**src/rtl/multicycle_ctrl.sv**
```systemverilog
// Main control FSM for the multicycle RV32I core.
// Sequences fetch/decode/execute/memory/writeback and drives datapath selects and write enables.
module multicycle_ctrl (
  input  logic       clk,
  input  logic       rst_n,
  input  logic [6:0] opcode,
  input  logic [2:0] funct3,
  input  logic       funct7b5,
  input  logic       zero,
  input  logic       lt,
  input  logic       ltu,
  input  logic       mem_ready,
  output logic [2:0] immsrc,
  output logic [1:0] alusrca,
  output logic [1:0] alusrcb,
  output logic [1:0] aluop,
  output logic [1:0] resultsrc,
  output logic       adrsrc,
  output logic       irwrite,
  output logic       pcwrite,
  output logic       regwrite,
  output logic       memwrite,
  output logic       instr_done,
  output logic       trap
);

  localparam logic [3:0] S_FETCH    = 4'd0;
  localparam logic [3:0] S_DECODE   = 4'd1;
  localparam logic [3:0] S_MEMADR   = 4'd2;
  localparam logic [3:0] S_MEMREAD  = 4'd3;
  localparam logic [3:0] S_MEMWB    = 4'd4;
  localparam logic [3:0] S_MEMWRITE = 4'd5;
  localparam logic [3:0] S_EXECR    = 4'd6;
  localparam logic [3:0] S_EXECI    = 4'd7;
  localparam logic [3:0] S_ALUWB    = 4'd8;
  localparam logic [3:0] S_BRANCH   = 4'd9;
  localparam logic [3:0] S_JALR     = 4'd10;
  localparam logic [3:0] S_JAL      = 4'd11;
  localparam logic [3:0] S_LUI      = 4'd12;
  localparam logic [3:0] S_AUIPC    = 4'd13;
  localparam logic [3:0] S_ILLEGAL  = 4'd14;

  localparam logic [6:0] OP_LOAD   = 7'b0000011;
  localparam logic [6:0] OP_STORE  = 7'b0100011;
  localparam logic [6:0] OP_R      = 7'b0110011;
  localparam logic [6:0] OP_I      = 7'b0010011;
  localparam logic [6:0] OP_BRANCH = 7'b1100011;
  localparam logic [6:0] OP_JAL    = 7'b1101111;
  localparam logic [6:0] OP_JALR   = 7'b1100111;
  localparam logic [6:0] OP_LUI    = 7'b0110111;
  localparam logic [6:0] OP_AUIPC  = 7'b0010111;

  localparam logic [2:0] IMM_I = 3'b000;
  localparam logic [2:0] IMM_S = 3'b001;
  localparam logic [2:0] IMM_B = 3'b010;
  localparam logic [2:0] IMM_U = 3'b011;
  localparam logic [2:0] IMM_J = 3'b100;

  logic [3:0] state, state_next;
  logic [2:0] dec_immsrc;
  logic       taken;
  logic       unused_funct7b5;

  // funct7b5 belongs to the ALU decoder; it only passes by this block
  assign unused_funct7b5 = funct7b5;

  always_ff @(posedge clk or negedge rst_n) begin
    if (!rst_n) state <= S_FETCH;
    else        state <= state_next;
  end

  // trap rises together with entry into ILLEGAL so it is visible for the whole stay
  always_ff @(posedge clk or negedge rst_n) begin
    if (!rst_n)                      trap <= 1'b0;
    else if (state_next == S_ILLEGAL) trap <= 1'b1;
  end

  always_comb begin
    state_next = S_FETCH;
    case (state)
      S_FETCH:    state_next = mem_ready ? S_DECODE : S_FETCH;
      S_DECODE: begin
        case (opcode)
          OP_LOAD, OP_STORE: state_next = S_MEMADR;
          OP_R:              state_next = S_EXECR;
          OP_I:              state_next = S_EXECI;
          OP_BRANCH:         state_next = S_BRANCH;
          OP_JAL:            state_next = S_JAL;
          OP_JALR:           state_next = S_JALR;
          OP_LUI:            state_next = S_LUI;
          OP_AUIPC:          state_next = S_AUIPC;
          default:           state_next = S_ILLEGAL;
        endcase
      end
      S_MEMADR:   state_next = opcode[5] ? S_MEMWRITE : S_MEMREAD;
      S_MEMREAD:  state_next = mem_ready ? S_MEMWB : S_MEMREAD;
      S_MEMWB:    state_next = S_FETCH;
      S_MEMWRITE: state_next = mem_ready ? S_FETCH : S_MEMWRITE;
      S_EXECR:    state_next = S_ALUWB;
      S_EXECI:    state_next = S_ALUWB;
      S_ALUWB:    state_next = S_FETCH;
      S_BRANCH:   state_next = S_FETCH;
      S_JALR:     state_next = S_JAL;
      S_JAL:      state_next = S_ALUWB;
      S_LUI:      state_next = S_ALUWB;
      S_AUIPC:    state_next = S_ALUWB;
      S_ILLEGAL:  state_next = S_ILLEGAL;
      default:    state_next = S_FETCH;
    endcase
  end

  always_comb begin
    dec_immsrc = IMM_I;
    case (opcode)
      OP_STORE:         dec_immsrc = IMM_S;
      OP_BRANCH:        dec_immsrc = IMM_B;
      OP_LUI, OP_AUIPC: dec_immsrc = IMM_U;
      OP_JAL:           dec_immsrc = IMM_J;
      default:          dec_immsrc = IMM_I;
    endcase
  end

  always_comb begin
    taken = 1'b0;
    case (funct3)
      3'b000:  taken = zero;
      3'b001:  taken = !zero;
      3'b100:  taken = lt;
      3'b101:  taken = !lt;
      3'b110:  taken = ltu;
      3'b111:  taken = !ltu;
      default: taken = 1'b0;
    endcase
  end

  // Moore decode; only FETCH, MEMWRITE and BRANCH also look at live inputs
  always_comb begin
    immsrc     = IMM_I;
    alusrca    = 2'b00;
    alusrcb    = 2'b00;
    aluop      = 2'b00;
    resultsrc  = 2'b00;
    adrsrc     = 1'b0;
    irwrite    = 1'b0;
    pcwrite    = 1'b0;
    regwrite   = 1'b0;
    memwrite   = 1'b0;
    instr_done = 1'b0;
    case (state)
      S_FETCH: begin
        alusrcb   = 2'b10;
        resultsrc = 2'b10;
        irwrite   = mem_ready;
        pcwrite   = mem_ready;
      end
      S_DECODE: begin
        alusrca = 2'b01;
        alusrcb = 2'b01;
        immsrc  = dec_immsrc;
      end
      S_MEMADR: begin
        alusrca = 2'b10;
        alusrcb = 2'b01;
        immsrc  = opcode[5] ? IMM_S : IMM_I;
      end
      S_MEMREAD: adrsrc = 1'b1;
      S_MEMWB: begin
        resultsrc  = 2'b01;
        regwrite   = 1'b1;
        instr_done = 1'b1;
      end
      S_MEMWRITE: begin
        adrsrc     = 1'b1;
        memwrite   = 1'b1;
        instr_done = mem_ready;
      end
      S_EXECR: begin
        alusrca = 2'b10;
        aluop   = 2'b10;
      end
      S_EXECI: begin
        alusrca = 2'b10;
        alusrcb = 2'b01;
        aluop   = 2'b10;
      end
      S_ALUWB: begin
        regwrite   = 1'b1;
        instr_done = 1'b1;
      end
      S_BRANCH: begin
        alusrca    = 2'b10;
        aluop      = 2'b01;
        immsrc     = IMM_B;
        pcwrite    = taken;
        instr_done = 1'b1;
      end
      S_JALR: begin
        alusrca = 2'b10;
        alusrcb = 2'b01;
      end
      S_JAL: begin
        alusrca = 2'b01;
        alusrcb = 2'b10;
        pcwrite = 1'b1;
        immsrc  = IMM_J;
      end
      S_LUI: begin
        alusrca = 2'b11;
        alusrcb = 2'b01;
        immsrc  = IMM_U;
      end
      S_AUIPC: begin
        alusrca = 2'b01;
        alusrcb = 2'b01;
        immsrc  = IMM_U;
      end
      default: ;
    endcase
  end

endmodule

```
**config.mk**
```make
export PLATFORM = sky130hd
export DESIGN_NAME = multicycle_ctrl
export DESIGN_NICKNAME = d
export VERILOG_FILES = /design/src/rtl/multicycle_ctrl.sv
export SDC_FILE = /design/constraint.sdc
export NUM_CORES = 1
export LEC_CHECK = 0
export ABC_AREA = 1
export CAP_MARGIN = 0
export CORE_MARGIN = 4
export CORE_UTILIZATION = 35
export CTS_BUF_LIST = sky130_fd_sc_hd__clkbuf_16
export DETAILED_ROUTE_END_ITERATION = 10
export PLACE_DENSITY_LB_ADDON = 0.1
export SYNTH_ARGS = -nofsm -noshare
export SYNTH_HDL_FRONTEND = slang
export SYNTH_SLANG_ARGS = --single-unit
export TNS_END_PERCENT = 20
```
**constraint.sdc**
```tcl
create_clock -name clk -period 1.2 [get_ports clk]
set_input_delay 0.12 -clock clk [delete_from_list [all_inputs] [get_ports clk]]
set_output_delay 0.12 -clock clk [all_outputs]
set_load 0.005 [all_outputs]
```
==> reports/metrics.cfg, run 1 <==
[routing]
antenna_left = 0
wl_per_cell_um = 18.8
routed_wl_mm = 4.44
viasPerCell = 5.46
drc = 0
vias = 1289
dr.pass1.iters = 5
drt-initial-drc-count = 65

[hold_path]
hold_class = in -> async

[critical_path]
rr_worst_depth = 12
critPathMaxFanout = 3
startpoint_type = primary input
critical_path_class = in -> out
cp_data_arrival_time_ps = 1560
critPathRequiredTime_ps = 1080
cp-end-kind = primary output
ff2ff_setup_slack_ps = -430

[floorplan]
dieWidth_um = 52.5
die_area_mm2 = 0.00276
core_mm2 = 0.00180
start_util_pct = 38.5
chipHeight_um = 52.5
rows = 15
io_pins = 35

[power]
internal-power_mw = 2.05
p_seq_share_pct = 9.7
p_per_area_mw_per_mm2 = 2190
netSwitchingFraction_pct = 44.2
p_clk_share_pct = 15.0
switchingPower_mw = 1.62
ir_drop_v = 0.00150
power.leakage_nw = 0.922
p_comb_share_pct = 75.2

[synth]
synth_top_area_share_pct = 18.1
ys_warn_count = 0
avgSynthCellArea_um2 = 5.82
synth_cell_types = 19
synth_top_family_by_area = simple AND/OR/NAND/NOR gates
synthCells = 119
yosysSeqAreaShare_pct = 18.1
synth_edf_count = 0
synthXorXnorAreaFrac_pct = 1.26
synth_compound_area_share_pct = 13.0
synth_mux_area_share_pct = 0
syn-num-nets = 136
synthArstFlopShare_pct = 100
synth-seq-cells = 5
synth_fa_ha_area_share_pct = 0
synth_top_area_cell = dfrtp_1
yosys.area_share.simple_pct = 55.8
synth.area.top_cells = dfrtp_1 18%, nand2_1 14%, inv_1 9.7%, nor2_1 9.7%, nand3_1 8.7%
yosysMostFrequentCell = nand2_1
synthesis.area_um2 = 693
synth_common_cells = 26 x nand2_1, 18 x inv_1, 18 x nor2_1, 12 x nand3_1
synth_top_flop_cell = dfrtp_1

[placement]
dp.cells = 210
dp_hpwl_mm = 1.90
placed_area_mm2 = 0.00131
gp_congestion = 0.856
portBuffers = 33
pre_cts_ws_ps = -658

[sta]
final-hold-violation-count = 0
layout_setup_ws_ps = -481
slew_viol_final = 0
tightest_slew_ps = 291
post-route-period-util_pct = 140
setup_viol = 22
slew_headroom_pct = 80.6
rsz0062_at_grt = yes
skew_ps = 7.43
max_freq_ghz = 0.595
period_needed_ps = 1680

[flow_run]
cap_violations = 0

[final_layout]
instances_no_fill = 236
syn_to_final_growth_pct = 142
drive_gt1_share_pct = 59.2
multi_input_area_um2 = 609
final_area_mm2 = 0.00168
fin_nets = 229
seqCellArea_um2 = 130
fillers = 67
diodes = 0
fin_util_pct = 93.1

[global_routing]
grt_max_degree = 6
overflow = 0
grt_pass1_vias = 1234
grt_pass1_wl_mm = 5.59
grt.total_usage_pct = 27.8
antenna_found_initial = 0

[clock_network]
clkTransAtPathRegs_ps = 40
root_buffer = clkbuf_16
cts_sinks = 5
cts_buffers = 3
clkLatencyLatePin_ps = 230
clockBufferDepth = 2
hold_buffers = 0
cts_tree = yes
h-tree-depth = 1

[outcome]
violations = setup timing
status = complete, but fails checks

routing by layer:
metal | GRT usage, % | vias up | share of wire (%)
li1 | - | 555 | -
met3 | 4.56 | 43 | 8.3
met5 | 0 | - | 0
met2 | 53.1 | 115 | 50
met1 | 27.4 | 576 | 35
met4 | 16.6 | 0 | 6.9
metrics by stage:
stage | total power [mW] | setup TNS (ps) | hold WS, ps
2_1_floorplan | 1.11 | -9.75 | -176
3_3_place_gp | 2.16 | -8120 | 349
3_5_place_dp | 2.18 | -8490 | 357
4_1_cts | 3.04 | -5800 | 118
5_1_grt | 3.83 | -8550 | 125
6_report | 3.68 | -6990 | 111
flip-flops by register name, summed over array words and instances, names as in the netlist:
register  cells
state         4
trap          1
what timing repair did:
action / CTS / global route
endpoints found under the hold margin: 0 / 0
buffers inserted: 17 / 5
resized for setup: 78 / 50
endpoints found under the setup margin: 22 / 23
pin swaps: 12 / 18
power by group through the flow:
| stage | combinational (mW) | sequential, mW | clock [mW] |
|---|---|---|---|
| after floorplan | 0.796 | 0.310 | 0 |
| after global placement | 1.84 | 0.321 | 0 |
| after detailed placement | 1.86 | 0.321 | 0 |
| after CTS | 2.16 | 0.332 | 0.543 |
| after global routing | 2.90 | 0.365 | 0.569 |
| final | 2.77 | 0.357 | 0.553 |
cell type report:
type                       count  share of cell area, %
inverter                      22                   5.52
clock buffer                   3                   4.48
sequential                     5                   7.76
clock inverter                 1                  0.224
multi-input combinational     92                   36.3
timing repair buffer          88                   43.8
tap                           25                   1.87
cell families after synthesis:
family                    after synthesis
AOI/OAI and AO/OA                      16
buffers and inverters                  22
xor gates and xnor gates                1
and+or+nand+nor                        75
DFF                                     5
layout by cell type, fill, tap and decap left out:
| cell | count |
|---|---|
| a211o_1 | 2 |
| a21oi_1 | 2 |
| a21oi_2 | 1 |
| a21oi_4 | 1 |
| buf_2 | 13 |
| buf_4 | 38 |
| buf_6 | 18 |
| clkbuf_16 | 3 |
| clkbuf_2 | 2 |
| clkdlybuf4s50_1 | 15 |
| dfrtp_1 | 1 |
| dfrtp_2 | 4 |
| dlygate4sd2_1 | 1 |
| dlymetal6s2s_1 | 1 |
| inv_1 | 14 |
| inv_2 | 5 |
| inv_4 | 4 |
| nand2_1 | 20 |
| nand2_2 | 8 |
| nand2_4 | 6 |
| nand3_1 | 9 |
| nand3_2 | 4 |
| nand3b_4 | 1 |
| nand4_1 | 1 |
| nor2_1 | 10 |
| nor2_2 | 6 |
| nor2_4 | 10 |
| o21ai_0 | 3 |
| o21ai_1 | 5 |
| o21ai_2 | 1 |
| o31ai_1 | 1 |
| xor2_1 | 1 |
worst max-delay path, cell delays in order:
cell	delay (ps)
clkdlybuf4s50_1	470
inv_1	120
nand2_1	80
nor2_2	150
nand2_1	100
o21ai_1	180
nand2_1	100
nand3_1	120
buf_2	120
final timing paths:
check | from | end
max in group asynchronous | rst_n | state[3]$_DFF_PN0_
worst min-delay path | rst_n | state[1]$_DFF_PN0_
min in group clk | trap$_DFFE_PN0N_ | trap$_DFFE_PN0N_
worst min register to register | trap$_DFFE_PN0N_ | trap$_DFFE_PN0N_
worst max register to register | state[1]$_DFF_PN0_ | trap$_DFFE_PN0N_
worst max-delay path | opcode[2] | immsrc[0]
Note: power is estimated with default switching activity, not from simulation.
==> inputs of run 2 (changes only) <==
--- a/config.mk
+++ b/config.mk
@@ -9,9 +9,9 @@
 export CAP_MARGIN = 0
 export CORE_MARGIN = 4
 export CORE_UTILIZATION = 35
-export CTS_BUF_LIST = sky130_fd_sc_hd__clkbuf_16
 export DETAILED_ROUTE_END_ITERATION = 10
 export PLACE_DENSITY_LB_ADDON = 0.1
+export RECOVER_POWER = 25
 export SYNTH_ARGS = -nofsm -noshare
 export SYNTH_HDL_FRONTEND = slang
 export SYNTH_SLANG_ARGS = --single-unit
==> reports/metrics.cfg, run 2 (synthesized netlist as in run 1, its figures left out) <==
[outcome]
status = complete, but fails checks  ; unchanged
violations = setup timing  ; unchanged

[clock_network]
h-tree-depth = 1  ; unchanged
clkLatencyLatePin_ps = 240  ; was 230 ps
cts_tree = yes  ; unchanged
cts_buffers = 3  ; unchanged
root_buffer = clkbuf_4  ; was clkbuf_16
clkTransAtPathRegs_ps = 40  ; about the same
cts_sinks = 5  ; unchanged
clockBufferDepth = 2  ; unchanged
hold_buffers = 0  ; unchanged

[sta]
final-hold-violation-count = 0  ; unchanged
period_needed_ps = 1700  ; was 1680 ps
hold_slack_ps = 171  ; was 111 ps
slew_headroom_pct = 78.6  ; was 80.6%
tightest_slew_ps = 318  ; was 291 ps
layout_setup_ws_ps = -497  ; was -481 ps
setup_viol = 22  ; unchanged
max_freq_ghz = 0.589  ; was 0.595 GHz
tns_ps = -6800  ; was -6990 ps
skew_ps = 5.04  ; was 7.43 ps
post-route-period-util_pct = 141  ; was 140%
rsz0062_at_grt = yes  ; unchanged
slew_viol_final = 0  ; unchanged

[final_layout]
fillers = 100  ; was 67
seqCellArea_um2 = 130  ; unchanged
layout_commonest_cell = buf_4  ; unchanged
top_register = state  ; unchanged
diodes = 0  ; unchanged
top_regs = state: 4 flops, trap: 1 flops  ; unchanged
drive_gt1_share_pct = 56.7  ; was 59.2%
largest_register_ffs = 4  ; unchanged
multi_input_area_um2 = 583  ; was 609 um2
fin_nets = 226  ; was 229
fin_util_pct = 87.4  ; was 93.1%
layout_common_cells = 38 x buf_4, 22 x nand2_1, 16 x buf_6  ; was 38 x buf_4, 20 x nand2_1, 18 x buf_6
syn_to_final_growth_pct = 127  ; was 142%

[critical_path]
cp-end-kind = primary output  ; unchanged
cp.depth = 6  ; was 9
cp_data_arrival_time_ps = 1580  ; was 1560 ps
critPathBufInv = 4  ; was 3
rr_worst_depth = 10  ; was 12
critPathMaxFanout = 4  ; was 3
slowest_delay_ps = 430  ; was 470 ps
critPathTopFamily = buffers and inverters  ; unchanged
critPathRequiredTime_ps = 1080  ; about the same
critical_path_class = reg -> out  ; was in -> out
startpoint_type = register  ; was primary input
crit_chain = buf_4 -> nor2_4 -> buf_6 -> inv_2 -> o31ai_1 -> buf_2  ; was clkdlybuf4s50_1 -> inv_1 -> nand2_1 -> nor2_2 -> nand2_1 -> o21ai_1 -> nand2_1 -> nand3_1 -> buf_2
slowest_stage = dfrtp_2  ; was clkdlybuf4s50_1

[floorplan]
core_mm2 = 0.00180  ; unchanged
io_pins = 35  ; unchanged
rows = 15  ; unchanged
dieWidth_um = 52.5  ; unchanged
die_area_mm2 = 0.00276  ; unchanged
start_util_pct = 38.5  ; unchanged
chipHeight_um = 52.5  ; unchanged

[routing]
routed_wl_mm = 3.59  ; was 4.44 mm
viasPerCell = 5.15  ; was 5.46
antenna_left = 0  ; unchanged
drc = 0  ; unchanged
dr.pass1.iters = 4  ; was 5
vias = 1199  ; was 1289
drt-initial-drc-count = 40  ; was 65
wl_per_cell_um = 15.4  ; was 18.8 um

[global_routing]
grt_pass1_wl_mm = 4.89  ; was 5.59 mm
antenna_found_initial = 0  ; unchanged
overflow = 0  ; unchanged
grt.total_usage_pct = 23.6  ; was 27.8%
grt_max_degree = 6  ; unchanged
grt_pass1_vias = 1115  ; was 1234

[placement]
dp_hpwl_mm = 1.90  ; unchanged
gp_congestion = 0.856  ; unchanged
portBuffers = 33  ; unchanged

[hold_path]
hold_class = in -> async  ; unchanged

[power]
power.leakage_nw = 0.865  ; was 0.922 nW
p_per_area_mw_per_mm2 = 1960  ; was 2190 mW/mm2
ir_drop_v = 0.00166  ; was 0.00150 V

[flow_run]
cap_violations = 0  ; unchanged

## run 2: changes by cell type in the layout (fill, tap and decap cells not counted), moves of 3 or more
cell       previous run  this run
inv_4                 4         1
nand3_2               4         1
clkbuf_16             3         0
nor2_2                6        10
o21ai_0               3         6
buf_2                13        10
clkbuf_4              0         3
o21ai_1               5         2
## run 2: repair_timing
| item | in CTS | in global routing |
|---|---|---|
| buffers inserted | 16 | 3 |
| pin swaps | 18 | 13 |
| endpoints found under the setup margin | 23 | 22 |
| resized for setup | 87 | 23 |
| hold endpoints to repair | 0 | 0 |
## run 2: power by group
part	switching (mW)	total, mW	internal, mW	leakage, nW
sequential	0.104	0.340	0.236	0.0550
clock	0.0645	0.190	0.125	0.0150
combinational	1.23	2.55	1.32	0.795
total	1.40	3.08	1.68	0.865
## run 2: worst paths after layout
kind	start	to	slack, ps
worst max-delay path	state[3]$_DFF_PN0_	immsrc[2]	-500
worst min-delay path	rst_n	state[1]$_DFF_PN0_	170
worst max register to register	state[3]$_DFF_PN0_	trap$_DFFE_PN0N_	-370
worst min register to register	trap$_DFFE_PN0N_	trap$_DFFE_PN0N_	460
max in group asynchronous	rst_n	state[2]$_DFF_PN0_	820
min in group clk	trap$_DFFE_PN0N_	trap$_DFFE_PN0N_	460
## run 2: area by class of cell
cell class	instances	area share, %
timing repair buffer	85	45.7
multi-input combinational	92	37.0
sequential	5	8.26
inverter	22	5.40
tap	25	1.99
clock buffer	4	1.67
## run 2: through the flow
step / cell area, um2 / setup WS, ps / power (mW) / std cells
floorplan: 696 / -9.75 / 1.11 / 119
global placement: 1310 / -637 / 2.16 / 210
detailed placement: 1310 / -658 / 2.18 / 210
CTS: 1500 / -362 / 2.69 / 230
global route: 1580 / -591 / 3.27 / 233
finish: 1580 / -497 / 3.08 / 233
## run 2: metal layers
layer | vias to the layer above | GRT usage, % | part of all wire [%] | routed length, um
li1 | 555 | - | - | -
met1 | 555 | 27.4 | 40 | 1440
met2 | 69 | 43.0 | 48 | 1720
met3 | 20 | 3.99 | 7.1 | 256
met4 | 0 | 7.66 | 5.1 | 182
met5 | - | 0 | 0 | 0
==> inputs of run 3 (changes only) <==
--- a/config.mk
+++ b/config.mk
@@ -7,6 +7,7 @@
 export LEC_CHECK = 0
 export ABC_AREA = 1
 export CAP_MARGIN = 0
+export CORE_ASPECT_RATIO = 0.9
 export CORE_MARGIN = 4
 export CORE_UTILIZATION = 35
 export DETAILED_ROUTE_END_ITERATION = 10
==> reports/metrics.cfg, run 3 (synthesized netlist as in run 1, its figures left out) <==
[placement]
portBuffers = 33  ; unchanged
dp.cells = 207  ; was 210
dp_hpwl_mm = 1.95  ; was 1.90 mm
gp_congestion = 0.879  ; was 0.856
pre_cts_ws_ps = -675  ; was -658 ps
placed_area_mm2 = 0.00129  ; was 0.00131 mm2

[critical_path]
critPathMaxFanout = 3  ; was 4
cp_data_arrival_time_ps = 1750  ; was 1580 ps
crit_chain = buf_4 -> nand2_4 -> inv_4 -> buf_4 -> nand3_1 -> nand2_1 -> nor2_2 -> nand2_2 -> nand2_2 -> inv_2 -> nand3_2 -> nand2_1  ; was buf_4 -> nor2_4 -> buf_6 -> inv_2 -> o31ai_1 -> buf_2
critical_path_class = reg -> reg  ; was reg -> out
cp-end-kind = register  ; was primary output
startpoint_type = register  ; unchanged
slowest_stage = dfrtp_2  ; unchanged
slowest_delay_ps = 450  ; was 430 ps
critPathRequiredTime_ps = 1330  ; was 1080 ps

[clock_network]
cts_buffers = 3  ; unchanged
cts_tree = yes  ; unchanged
clkLatencyLatePin_ps = 240  ; about the same
clkTransAtPathRegs_ps = 40  ; about the same
root_buffer = clkbuf_4  ; unchanged
cts_sinks = 5  ; unchanged
clockBufferDepth = 2  ; unchanged
h-tree-depth = 1  ; unchanged

[sta]
slew_viol_final = 0  ; unchanged
post-route-period-util_pct = 135  ; was 141%
skew_ps = 5.39  ; was 5.04 ps
slew_headroom_pct = 85.4  ; was 78.6%
setup_viol = 22  ; unchanged
rsz0062_at_grt = yes  ; unchanged
layout_setup_ws_ps = -422  ; was -497 ps
period_needed_ps = 1620  ; was 1700 ps
max_freq_ghz = 0.616  ; was 0.589 GHz
final-hold-violation-count = 0  ; unchanged
tightest_slew_ps = 218  ; was 318 ps

[global_routing]
antenna_found_initial = 0  ; unchanged
grt_pass1_vias = 1159  ; was 1115
grt_pass1_wl_mm = 5.40  ; was 4.89 mm
overflow = 0  ; unchanged
grt.total_usage_pct = 26.5  ; was 23.6%
grt_max_degree = 6  ; unchanged

[routing]
routed_wl_mm = 3.77  ; was 3.59 mm
viasPerCell = 5.36  ; was 5.15
drt-initial-drc-count = 41  ; was 40
antenna_left = 0  ; unchanged
dr.pass1.iters = 4  ; unchanged
drc = 0  ; unchanged
vias = 1232  ; was 1199
wl_per_cell_um = 16.4  ; was 15.4 um

[power]
power.leakage_nw = 0.861  ; was 0.865 nW
finalPower_mw = 3.23  ; was 3.08 mW
ir_drop_v = 0.00166  ; about the same
p_per_area_mw_per_mm2 = 2020  ; was 1960 mW/mm2

[floorplan]
rows = 14  ; was 15
core_mm2 = 0.00177  ; was 0.00180 mm2
chipHeight_um = 50.2  ; was 52.5 um
start_util_pct = 39.2  ; was 38.5%
io_pins = 35  ; unchanged
dieWidth_um = 54.9  ; was 52.5 um
die_area_mm2 = 0.00276  ; about the same

[final_layout]
fillers = 80  ; was 100
instances_no_fill = 230  ; was 233
drive_gt1_share_pct = 61.2  ; was 56.7%
seqCellArea_um2 = 130  ; unchanged
syn_to_final_growth_pct = 131  ; was 127%
diodes = 0  ; unchanged
top_register = state  ; unchanged
fin_nets = 224  ; was 226
top_regs = state: 4 flops, trap: 1 flops  ; unchanged
final_area_mm2 = 0.00160  ; was 0.00158 mm2
largest_register_ffs = 4  ; unchanged
layout_common_cells = 38 x buf_4, 21 x nand2_1, 13 x inv_1  ; was 38 x buf_4, 22 x nand2_1, 16 x buf_6
layout_commonest_cell = buf_4  ; unchanged
multi_input_area_um2 = 626  ; was 583 um2

[flow_run]
cap_violations = 0  ; unchanged

[hold_path]
hold_class = in -> async  ; unchanged

[outcome]
violations = setup timing  ; unchanged
status = complete, but fails checks  ; unchanged

==> run 3: changes by cell type in the layout (fill, tap and decap cells not counted), sizes merged <==
cell	delta
clkdlybuf4s50	-2
buf	-2
dlymetal6s2s	+1
clkbuf	+1
==> run 3: critical path, delay by kind of cell (launching register included) <==
kind | cells | cell delay (ps)
DFF | 1 | 450
buffers and inverters | 4 | 370
and+or+nand+nor | 8 | 690
==> run 3: repair_timing <==
| action | in CTS | in global routing |
|---|---|---|
| hold buffers | 0 | 0 |
| setup endpoints to repair | 22 | 23 |
| cloned | 0 | 0 |
| pin swaps | 16 | 15 |
| setup buffers | 17 | 3 |
| resized for setup | 107 | 23 |
| hold endpoints to repair | 0 | 0 |
==> run 3: power breakdown <==
part	internal, mW	leakage, nW	switching (mW)
Combinational	1.35	0.791	1.33
Sequential	0.236	0.0550	0.121
Clock	0.126	0.0150	0.0673
==> run 3: routing by layer <==
layer	GRT usage (%)	wire length (um)
met1	30.8	1440
met2	45.7	1790
met3	5.62	352
met4	10.9	193
met5	0	0
==> run 3: path summary, 6_finish.rpt <==
kind                       depth (start not counted)          startpoint  slack (ps)            endpoint
min in group clk                                   2    trap$_DFFE_PN0N_         510    trap$_DFFE_PN0N_
min                                                1               rst_n         160  state[2]$_DFF_PN0_
max in group asynchronous                          1               rst_n         830  state[1]$_DFF_PN0_
max                                               12  state[1]$_DFF_PN0_        -420    trap$_DFFE_PN0N_
max reg2reg                                       12  state[1]$_DFF_PN0_        -420    trap$_DFFE_PN0N_
min reg2reg                                        2    trap$_DFFE_PN0N_         510    trap$_DFFE_PN0N_
==> run 3: layout make-up <==
| type | count | area share (%) |
|---|---|---|
| flip-flops and latches | 5 | 8.14 |
| well taps | 24 | 1.88 |
| inverters | 22 | 5.79 |
| multi-input cells | 92 | 39.2 |
| clock buffers | 4 | 1.64 |
| repair buffers | 83 | 43.4 |
==> run 3: stage by stage <==
| step | setup TNS (ps) | util, % | hold slack (ps) |
|---|---|---|---|
| after detailed placement | -8770 | 72.8 | 354 |
| after CTS | -5460 | 87.0 | 97.6 |
| final | -6510 | 90.3 | 162 |
| after floorplan | -9.75 | - | -176 |
| after global routing | -7800 | 90.3 | 163 |
| after global placement | -8350 | 72.8 | 351 |
